## src/rtl/nibble_serial_adder_ctrl_if.sv

```systemverilog
// Handshake and adder-side bus of the nibble-serial adder sequencer.
// slave is the sequencer's view; master is the producer/consumer/adder side.
interface nibble_serial_adder_ctrl_if #(
  parameter int WIDTH = 16
);
  logic             in_valid;
  logic             in_ready;
  logic [WIDTH-1:0] in_a;
  logic [WIDTH-1:0] in_b;
  logic             in_cin;

  logic [3:0]       add_a;
  logic [3:0]       add_b;
  logic             add_cin;
  logic [3:0]       add_s;
  logic             add_cout;

  logic             out_valid;
  logic             out_ready;
  logic [WIDTH-1:0] out_sum;
  logic             out_cout;

  modport slave (
    input  in_valid, in_a, in_b, in_cin, add_s, add_cout, out_ready,
    output in_ready, add_a, add_b, add_cin, out_valid, out_sum, out_cout
  );

  modport master (
    output in_valid, in_a, in_b, in_cin, add_s, add_cout, out_ready,
    input  in_ready, add_a, add_b, add_cin, out_valid, out_sum, out_cout
  );
endinterface

```

## src/rtl/nibble_serial_adder_ctrl.sv

```systemverilog
// Feeds a WIDTH-bit addition through an external 4-bit adder one nibble per
// cycle, LSB first, chaining the carry and presenting the registered result.
//
// state  | meaning
// IDLE   | in_ready=1, waiting for an operand pair
// ADD    | driving nibble idx to the adder, capturing its sum and carry
// DONE   | out_valid=1, result held until out_ready
module nibble_serial_adder_ctrl #(
  parameter int WIDTH = 16
) (
  input logic                          clk,
  input logic                          rst,
  nibble_serial_adder_ctrl_if.slave    bus
);
  localparam int NIBBLES = WIDTH / 4;
  localparam int IDX_W   = (NIBBLES > 1) ? $clog2(NIBBLES) : 1;
  localparam logic [IDX_W-1:0] IDX_LAST = IDX_W'(NIBBLES - 1);

  localparam logic [1:0] S_IDLE = 2'd0;
  localparam logic [1:0] S_ADD  = 2'd1;
  localparam logic [1:0] S_DONE = 2'd2;

  logic [1:0]       state_q, state_d;
  logic [IDX_W-1:0] idx_q, idx_d;
  logic             carry_q, carry_d;
  logic [WIDTH-1:0] a_q, a_d;
  logic [WIDTH-1:0] b_q, b_d;
  logic [WIDTH-1:0] sum_q, sum_d;
  logic             cout_q, cout_d;

  always_comb begin
    state_d = state_q;
    idx_d   = idx_q;
    carry_d = carry_q;
    a_d     = a_q;
    b_d     = b_q;
    sum_d   = sum_q;
    cout_d  = cout_q;
    case (state_q)
      S_IDLE: begin
        if (bus.in_valid) begin
          a_d     = bus.in_a;
          b_d     = bus.in_b;
          carry_d = bus.in_cin;
          idx_d   = '0;
          state_d = S_ADD;
        end
      end
      S_ADD: begin
        sum_d[4*idx_q +: 4] = bus.add_s;
        carry_d             = bus.add_cout;
        if (idx_q == IDX_LAST) begin
          cout_d  = bus.add_cout;
          idx_d   = '0;
          state_d = S_DONE;
        end else begin
          idx_d = idx_q + 1'b1;
        end
      end
      S_DONE: begin
        if (bus.out_ready) state_d = S_IDLE;
      end
      default: state_d = S_IDLE;
    endcase
  end

  always_ff @(posedge clk) begin
    if (rst) begin
      state_q <= S_IDLE;
      idx_q   <= '0;
      carry_q <= 1'b0;
      a_q     <= '0;
      b_q     <= '0;
      sum_q   <= '0;
      cout_q  <= 1'b0;
    end else begin
      state_q <= state_d;
      idx_q   <= idx_d;
      carry_q <= carry_d;
      a_q     <= a_d;
      b_q     <= b_d;
      sum_q   <= sum_d;
      cout_q  <= cout_d;
    end
  end

  // Adder inputs are forced to zero outside ADD so the adder sees a quiet bus.
  assign bus.in_ready  = (state_q == S_IDLE);
  assign bus.out_valid = (state_q == S_DONE);
  assign bus.add_a     = (state_q == S_ADD) ? a_q[4*idx_q +: 4] : 4'h0;
  assign bus.add_b     = (state_q == S_ADD) ? b_q[4*idx_q +: 4] : 4'h0;
  assign bus.add_cin   = (state_q == S_ADD) ? carry_q : 1'b0;
  assign bus.out_sum   = sum_q;
  assign bus.out_cout  = cout_q;
endmodule

```

## src/flat_wrapper.sv

```systemverilog
// flat-port wrapper written by rule: the top's interface ports become plain ports
module nibble_serial_adder_ctrl_flat 
#(
  parameter int WIDTH = 16
)
  (clk, rst, bus_in_valid, bus_in_a, bus_in_b, bus_in_cin, bus_add_s, bus_add_cout, bus_out_ready, bus_in_ready, bus_add_a, bus_add_b, bus_add_cin, bus_out_valid, bus_out_sum, bus_out_cout);
  nibble_serial_adder_ctrl_if #(.WIDTH(WIDTH)) bus_i ();
  input logic clk;
  input logic rst;
  input wire logic [$bits(bus_i.in_valid)-1:0] bus_in_valid;
  input wire logic [$bits(bus_i.in_a)-1:0] bus_in_a;
  input wire logic [$bits(bus_i.in_b)-1:0] bus_in_b;
  input wire logic [$bits(bus_i.in_cin)-1:0] bus_in_cin;
  input wire logic [$bits(bus_i.add_s)-1:0] bus_add_s;
  input wire logic [$bits(bus_i.add_cout)-1:0] bus_add_cout;
  input wire logic [$bits(bus_i.out_ready)-1:0] bus_out_ready;
  output wire logic [$bits(bus_i.in_ready)-1:0] bus_in_ready;
  output wire logic [$bits(bus_i.add_a)-1:0] bus_add_a;
  output wire logic [$bits(bus_i.add_b)-1:0] bus_add_b;
  output wire logic [$bits(bus_i.add_cin)-1:0] bus_add_cin;
  output wire logic [$bits(bus_i.out_valid)-1:0] bus_out_valid;
  output wire logic [$bits(bus_i.out_sum)-1:0] bus_out_sum;
  output wire logic [$bits(bus_i.out_cout)-1:0] bus_out_cout;
  assign bus_i.in_valid = bus_in_valid;
  assign bus_i.in_a = bus_in_a;
  assign bus_i.in_b = bus_in_b;
  assign bus_i.in_cin = bus_in_cin;
  assign bus_i.add_s = bus_add_s;
  assign bus_i.add_cout = bus_add_cout;
  assign bus_i.out_ready = bus_out_ready;
  assign bus_in_ready = bus_i.in_ready;
  assign bus_add_a = bus_i.add_a;
  assign bus_add_b = bus_i.add_b;
  assign bus_add_cin = bus_i.add_cin;
  assign bus_out_valid = bus_i.out_valid;
  assign bus_out_sum = bus_i.out_sum;
  assign bus_out_cout = bus_i.out_cout;
  nibble_serial_adder_ctrl #(.WIDTH(WIDTH)) u_core (.clk(clk), .rst(rst), .bus(bus_i));
endmodule
```

## config.mk

```make
export PLATFORM = sky130hd
export DESIGN_NAME = nibble_serial_adder_ctrl_flat
export DESIGN_NICKNAME = d
export VERILOG_FILES = /design/src/rtl/nibble_serial_adder_ctrl_if.sv /design/src/rtl/nibble_serial_adder_ctrl.sv /design/src/flat_wrapper.sv
export SDC_FILE = /design/constraint.sdc
export NUM_CORES = 1
export LEC_CHECK = 0
export CAP_MARGIN = 25
export CORE_MARGIN = 3
export CORE_UTILIZATION = 43
export DETAILED_ROUTE_END_ITERATION = 8
export HOLD_SLACK_MARGIN = 0.06
export PLACE_DENSITY = 0.78
export SLEW_MARGIN = 25
export SYNTH_ARGS = -nofsm -noshare
export SYNTH_HDL_FRONTEND = slang
export SYNTH_SLANG_ARGS = --single-unit
```

## constraint.sdc

```tcl
create_clock -name clk -period 1.95 [get_ports clk]
set_input_delay 0.39 -clock clk [delete_from_list [all_inputs] [get_ports clk]]
set_output_delay 0.39 -clock clk [all_outputs]
set_load 0.02 [all_outputs]
```

==> results.cfg, run 1 <==
[placement]
final_weighted_congestion_in_routability_driven_placement = 0.756
port_buffers = 69
detailed_place.area_sq_mm = 0.00326
dp.final_hpwl_mm = 3.97

[logic_synthesis]
synthesis.area_sq_mm = 0.00243
synthDistinctLibCells = 41
yosys-top-cells-area = sky130_fd_sc_hd__dfxtp_1, sky130_fd_sc_hd__nand2_1, sky130_fd_sc_hd__a21oi_1
synthCells = 264
yosysTopAreaCellShare_pct = 44.4
synth_top_area_cell = sky130_fd_sc_hd__dfxtp_1
syn_nets = 312
synth_sequential_area_ratio_pct = 44.4
yosys_warnings = 0
avgSynthCellArea_sq_um = 9.21
ffs_latches_synth = 54

[timing]
setup_violating_endpoint_count_in_the_final_report = 6
skew_ps = 7.52
timing.hold.ws_ps = 459
achievable_clock_frequency_mhz = 504
finalWorstSetupSlack_ps = -34.4
slew_headroom_pct = 67.2
timing.final.max_slew_violations = 0
worst_slew_pin_slew_ps = 492
period_needed_ps = 1980
final_min_period_over_clock_period_pct = 102
grt_setup_unrepaired = true
final_hold_violation_count = 0

[global_routing]
grt_first_pass_wirelength_mm = 9.14
largest_net_degree_at_the_start_of_global_routing = 50
via_count_of_the_first_global_routing_pass = 2019
grt_use_total_pct = 17.7
grt_overflow = 0
antenna_found_initial = 0

[worst_hold_path]
worstHoldPathType = reg2reg

[power]
leakagePower_nw = 1.31
power-per-cell-area_mw_per_mm2 = 675
p_total_mw = 2.31
vdd_ir_drop_max_mv = 0.545

[setup_path]
path_cells = buf_6, mux4_2, and2_4, buf_6
rrSetupSlack_ps = 130
critPathSlowestCell = sky130_fd_sc_hd__mux4_2
critPathArrivalTime_ps = 1590
max_stage_delay_ps = 500
crit_family = multiplexers
crit_type = reg2out
cp.buffers_inverters = 2
critical_path_peak_fanout = 4
critical_path.most_common_cell = sky130_fd_sc_hd__buf_6
cp.required_ps = 1560
startpoint_type = register
setup.worst_path.end_class = output pin

[die]
ioPinCount = 70
initial_core_util_pct = 45.9
dieArea_sq_mm = 0.00660
die_width_microns = 81.2
rows = 26
die_y_microns = 81.2
core-area_sq_mm = 0.00530

[route]
drt-vias-per-instance = 5.11
drt_pre_antenna_iters = 4
post-route-drc-count = 0
drtIter0Drc = 81
routed_wirelength_mm = 5.43
num_vias = 2084
final_antenna_net_count = 0
routed_wire_length_per_instance_microns = 13.3

[final_layout]
postLayoutCoreUtil_pct = 64.6
layout.cell_area.non_filler_sq_mm = 0.00343
layout.cells.most_common_list = sky130_fd_sc_hd__nand2_1, sky130_fd_sc_hd__clkdlybuf4s50_1, sky130_fd_sc_hd__dfxtp_1, sky130_fd_sc_hd__a21oi_1, sky130_fd_sc_hd__buf_6
nFillCells = 459
most_frequent_standard_cell_in_the_layout_excluding_fill_and_tap_cells = sky130_fd_sc_hd__nand2_1
area_growth_syn_to_layout_pct = 40.9
final_layout_size_suffix_gt1_share_pct = 19.8
n_antenna_cell = 0
design.final.nets = 385

[clock_network]
cts_inserted_buffers = 5
clk_pin_slew_worst_paths_ps = 90
h-tree-depth = 2
cts.sinks = 54
cts_tree = done
cts-root-buf = sky130_fd_sc_hd__clkbuf_8
clock_path_buffers = 2
clock_insertion_delay_worst_skew_ps = 300
ctsHoldBuffers = 0

[flow_run]
number_of_max_capacitance_violations_reported = 0

[outcome]
violations = setup timing
status = finished, violations left
layout make-up:
type / instances / area, sq um / area share, %
tap: 70 / 87.6 / 2.56
clock buffer: 6 / 72.6 / 2.12
multi-input combinational: 186 / 1240 / 36.3
clock inverter: 2 / 37.5 / 1.10
inverter: 5 / 21.3 / 0.621
sequential: 54 / 1080 / 31.7
timing repair buffer: 85 / 881 / 25.7
cells by family (layout without fill, tap and decap cells):
group                    after synthesis  after routing  synth area share, %
AND/OR/NAND/NOR                      109            109                 24.1
flip-flops                            54             54                 44.4
AO/OA/AOI/OAI                         60             60                 14.2
adder cells (fa/ha/maj)                6              6                 3.09
buffers and inverters                 24             98                 5.04
multiplexers                          11             11                 9.11
where the power goes:
part	internal [mW]	leakage (nW)	switching, mW	total, mW
clock	0.383	0.0514	0.349	0.732
sequential	1.15	0.442	0.0259	1.18
combinational	0.221	0.812	0.185	0.406
synth_stat cells (all sizes together):
library cell / n
a31o: 3
and2: 9
a22o: 7
mux4: 8
and4b: 1
dfxtp: 54
and4bb: 1
nand2b: 3
ha: 6
nand2: 67
or3b: 2
nand3: 3
and3b: 2
nor2b: 1
nor4: 2
a21oi: 43
nand4: 4
o21ba: 1
nor2: 4
and2b: 1
inv: 5
clkbuf: 5
or3: 1
o21ai: 6
mux2i: 3
buf: 14
nor3: 3
nor3b: 4
nand3b: 1
worst paths after layout:
| kind | to | cells past startpoint | start |
|---|---|---|---|
| max | bus_add_a[1] | 4 | u_core.idx_q[0] |
| min | u_core.a_q[14] | 2 | u_core.a_q[14] |
| max reg2reg | u_core.bus.out_sum[7] | 7 | u_core.idx_q[0] |
| min reg2reg | u_core.a_q[14] | 2 | u_core.a_q[14] |
routing by layer:
layer | vias to the layer above | track usage [%] | part of all wire, % | wire length [microns]
li1 | 1051 | - | - | -
met1 | 971 | 20.5 | 42 | 2300
met2 | 58 | 31.0 | 49 | 2690
met3 | 4 | 6.87 | 7.6 | 414
met4 | 0 | 3.38 | 0.42 | 23
met5 | - | 0 | 0 | 0
worst min-delay path, cell delays in order, from the launching register on:
cell                      delay (ps)
sky130_fd_sc_hd__dfxtp_1         320
sky130_fd_sc_hd__nand2_1          50
sky130_fd_sc_hd__a21oi_1          50
per-stage QoR:
step                      setup TNS (ps)  cells  setup WS [ps]
after floorplan                        0    264           49.5
after global placement             -1540    398           -200
after detailed placement           -1840    398           -223
after CTS                           -379    406          -85.6
after global routing                -530    408          -92.6
final                              -92.6    408          -34.4
registers in the layout, summed over array words and instances, names as in the netlist:
signal	count
u_core.idx_q	2
u_core.carry_q	1
u_core.a_q	16
u_core.state_q	2
u_core.bus.out_sum	16
u_core.b_q	16
u_core.bus.out_cout	1
what timing repair did:
action / CTS / global route
pin swaps: 4 / 8
gates resized for setup: 49 / 21
setup endpoints to repair: 17 / 19
buffers inserted: 0 / 2
Note: power is estimated with default switching activity, not from simulation.
==> run 2, diff against run 1 <==
--- a/config.mk
+++ b/config.mk
@@ -5,12 +5,13 @@
 export SDC_FILE = /design/constraint.sdc
 export NUM_CORES = 1
 export LEC_CHECK = 0
+export ABC_AREA = 1
 export CAP_MARGIN = 25
 export CORE_MARGIN = 3
-export CORE_UTILIZATION = 43
+export CORE_UTILIZATION = 42
 export DETAILED_ROUTE_END_ITERATION = 8
 export HOLD_SLACK_MARGIN = 0.06
-export PLACE_DENSITY = 0.78
+export PLACE_DENSITY = 0.77
 export SLEW_MARGIN = 25
 export SYNTH_ARGS = -nofsm -noshare
 export SYNTH_HDL_FRONTEND = slang
==> results.cfg, run 2 <==
[outcome]
status = finished clean

[timing]
worst_slew_pin_slew_ps = 547
finalWorstSetupSlack_ps = 140
skew_ps = 7.87
slew_headroom_pct = 63.5
final_min_period_over_clock_period_pct = 92.8
period_needed_ps = 1810
grt_setup_unrepaired = false
setup_violating_endpoint_count_in_the_final_report = 0
achievable_clock_frequency_mhz = 552
final_hold_violation_count = 0
timing.final.max_slew_violations = 0

[logic_synthesis]
yosysTopAreaCellShare_pct = 45.6
syn_nets = 390
ffs_latches_synth = 54
yosys-top-cells-area = sky130_fd_sc_hd__dfxtp_1, sky130_fd_sc_hd__nand2_1, sky130_fd_sc_hd__a21oi_1
async_flop_share_pct = 0
avgSynthCellArea_sq_um = 6.93
synthDistinctLibCells = 17
synth_sequential_area_ratio_pct = 45.6
yosys_warnings = 0
synthMostInstantiatedCell = sky130_fd_sc_hd__nand2_1
synthesis.area_sq_mm = 0.00237
synth_top_cells_by_count = sky130_fd_sc_hd__nand2_1, sky130_fd_sc_hd__a21oi_1, sky130_fd_sc_hd__dfxtp_1
synth_top_area_cell = sky130_fd_sc_hd__dfxtp_1
count_of_flip_flops_with_a_built_in_enable_after_synthesis = 0
synthCells = 342
ys.flop_type = sky130_fd_sc_hd__dfxtp_1

[final_layout]
area_growth_syn_to_layout_pct = 35.0
n_antenna_cell = 0
layout.cell_area.non_filler_sq_mm = 0.00320
design.final.nets = 460
most_frequent_standard_cell_in_the_layout_excluding_fill_and_tap_cells = sky130_fd_sc_hd__nand2_1
final_layout_size_suffix_gt1_share_pct = 8.74
layout.cells.most_common_list = sky130_fd_sc_hd__nand2_1, sky130_fd_sc_hd__a21oi_1, sky130_fd_sc_hd__clkdlybuf4s50_1, sky130_fd_sc_hd__dfxtp_1, sky130_fd_sc_hd__nor2_1

[setup_path]
critPathArrivalTime_ps = 1420
setup.worst_path.end_class = output pin
rrSetupSlack_ps = 280
critical_path_peak_fanout = 9
regToRegStartpoint = u_core.idx_q[0]
cp.required_ps = 1560
crit_type = reg2out
ff2ff_path_depth = 8
r2r-end = u_core.bus.out_sum[3]
startpoint_type = register

[die]
die_y_microns = 81.1
dieArea_sq_mm = 0.00658
core-area_sq_mm = 0.00527
rows = 26
ioPinCount = 70
die_width_microns = 81.1
initial_core_util_pct = 45.0

[global_routing]
antenna_found_initial = 0
via_count_of_the_first_global_routing_pass = 2213
grt_overflow = 0
grt_first_pass_wirelength_mm = 9.69
grt_use_total_pct = 18.8
largest_net_degree_at_the_start_of_global_routing = 55

[route]
drt-vias-per-instance = 4.89
top_signal_layer_used = met4
final_antenna_net_count = 0
drtIter0Drc = 116
drt_pre_antenna_iters = 5
wl_met1_mm = 2.60
met2_wirelength_mm = 2.81
wl_met3_microns = 389
post-route-drc-count = 0
routed_wire_length_per_instance_microns = 12.3
num_vias = 2359
routed_wirelength_mm = 5.91

[clock_network]
cts.sinks = 54
cts_setup_buffers = 0
h-tree-depth = 2
cts-root-buf = sky130_fd_sc_hd__clkbuf_8
cts_inserted_buffers = 5
ctsHoldBuffers = 0
clk_pin_slew_worst_paths_ps = 90
clock_insertion_delay_worst_skew_ps = 300
clock_path_buffers = 2
cts_tree = done

[placement]
detailed_place.area_sq_mm = 0.00316
dp.final_hpwl_mm = 4.30
final_weighted_congestion_in_routability_driven_placement = 0.849
dpl_worst_slack_ps = -81.9
port_buffers = 69

[power]
vdd_ir_drop_max_mv = 0.332
power-per-cell-area_mw_per_mm2 = 677
p_total_mw = 2.17
leakagePower_nw = 1.25

[flow_run]
number_of_max_capacitance_violations_reported = 0

[worst_hold_path]
worst_hold_depth = 2
worstHoldPathType = reg2reg
hold_crit_endpoint = u_core.bus.out_cout
min_from = u_core.bus.out_cout
## run 2: cell count changes after synthesis, moves of 4 or more
cell	previous run	this run
sky130_fd_sc_hd__a21oi_1	42	61
sky130_fd_sc_hd__a22o_1	7	0
sky130_fd_sc_hd__and2_1	9	0
sky130_fd_sc_hd__inv_1	4	12
sky130_fd_sc_hd__mux4_2	5	0
sky130_fd_sc_hd__nand2_1	67	109
sky130_fd_sc_hd__nand3_1	3	9
sky130_fd_sc_hd__nand4_1	4	0
sky130_fd_sc_hd__nor2_1	4	44
sky130_fd_sc_hd__o21ai_0	6	17
## run 2: per-stage QoR
stage	util (%)	hold WS, ps	TNS [ps]	instances
2_1_floorplan	-	441	0	342
4_1_cts	61.4	467	0	482
3_3_place_gp	59.9	447	-252	475
5_1_grt	60.8	475	0	482
6_report	60.8	465	0	482
3_5_place_dp	59.9	453	-441	475
## run 2: worst max path at each step
stage,slack [ps],from,to,depth (start not counted)
global placement,-50,u_core.idx_q[1],bus_add_a[3],5
finish,140,u_core.state_q[0],bus_add_cin,5
detailed placement,-80,u_core.idx_q[1],bus_add_a[0],5
floorplan,240,u_core.idx_q[1],bus_add_a[0],5
global route,4,u_core.idx_q[0],bus_add_b[2],6
CTS,3,u_core.idx_q[0],bus_add_b[1],6
## run 2: area by class of cell
| cell class | instances | area (sq um) |
|---|---|---|
| Clock buffer | 7 | 76.3 |
| Fill cell | 542 | 2070 |
| Inverter | 17 | 67.6 |
| Multi-Input combinational cell | 252 | 1130 |
| Sequential cell | 54 | 1080 |
| Tap cell | 70 | 87.6 |
| Timing Repair Buffer | 82 | 759 |
## run 2: cell families after synthesis
| family | count (synthesis) | share of synthesized area, % |
|---|---|---|
| AND/OR/NAND/NOR | 168 | 28.0 |
| AO/OA/AOI/OAI | 78 | 16.5 |
| buffers and inverters | 36 | 6.81 |
| flip-flops | 54 | 45.6 |
| adder cells (fa/ha/maj) | 6 | 3.17 |
## run 2: where the power goes
part,internal [mW],switching [mW]
registers,1.15,0.0295
clock network,0.248,0.340
logic,0.182,0.214
total,1.59,0.584
## run 2: critical path: stages, from the launching register on
cell and delay, ps:
sky130_fd_sc_hd__dfxtp_1 340, sky130_fd_sc_hd__inv_1 60, sky130_fd_sc_hd__nor2_4 90, sky130_fd_sc_hd__clkinv_2 160, sky130_fd_sc_hd__nor2_1 150, sky130_fd_sc_hd__clkdlybuf4s15_1 320
## run 2: timing repair
| action | in CTS | in global routing |
|---|---|---|
| setup endpoints to repair | 10 | 10 |
| resized for setup | 28 | 12 |
| hold endpoints to repair | 0 | 0 |
## run 2: routing by layer
metal | up-vias | track usage [%]
met5 | - | 0
met4 | 0 | 5.57
met3 | 14 | 4.10
met2 | 85 | 32.9
met1 | 1038 | 22.9
li1 | 1222 | -
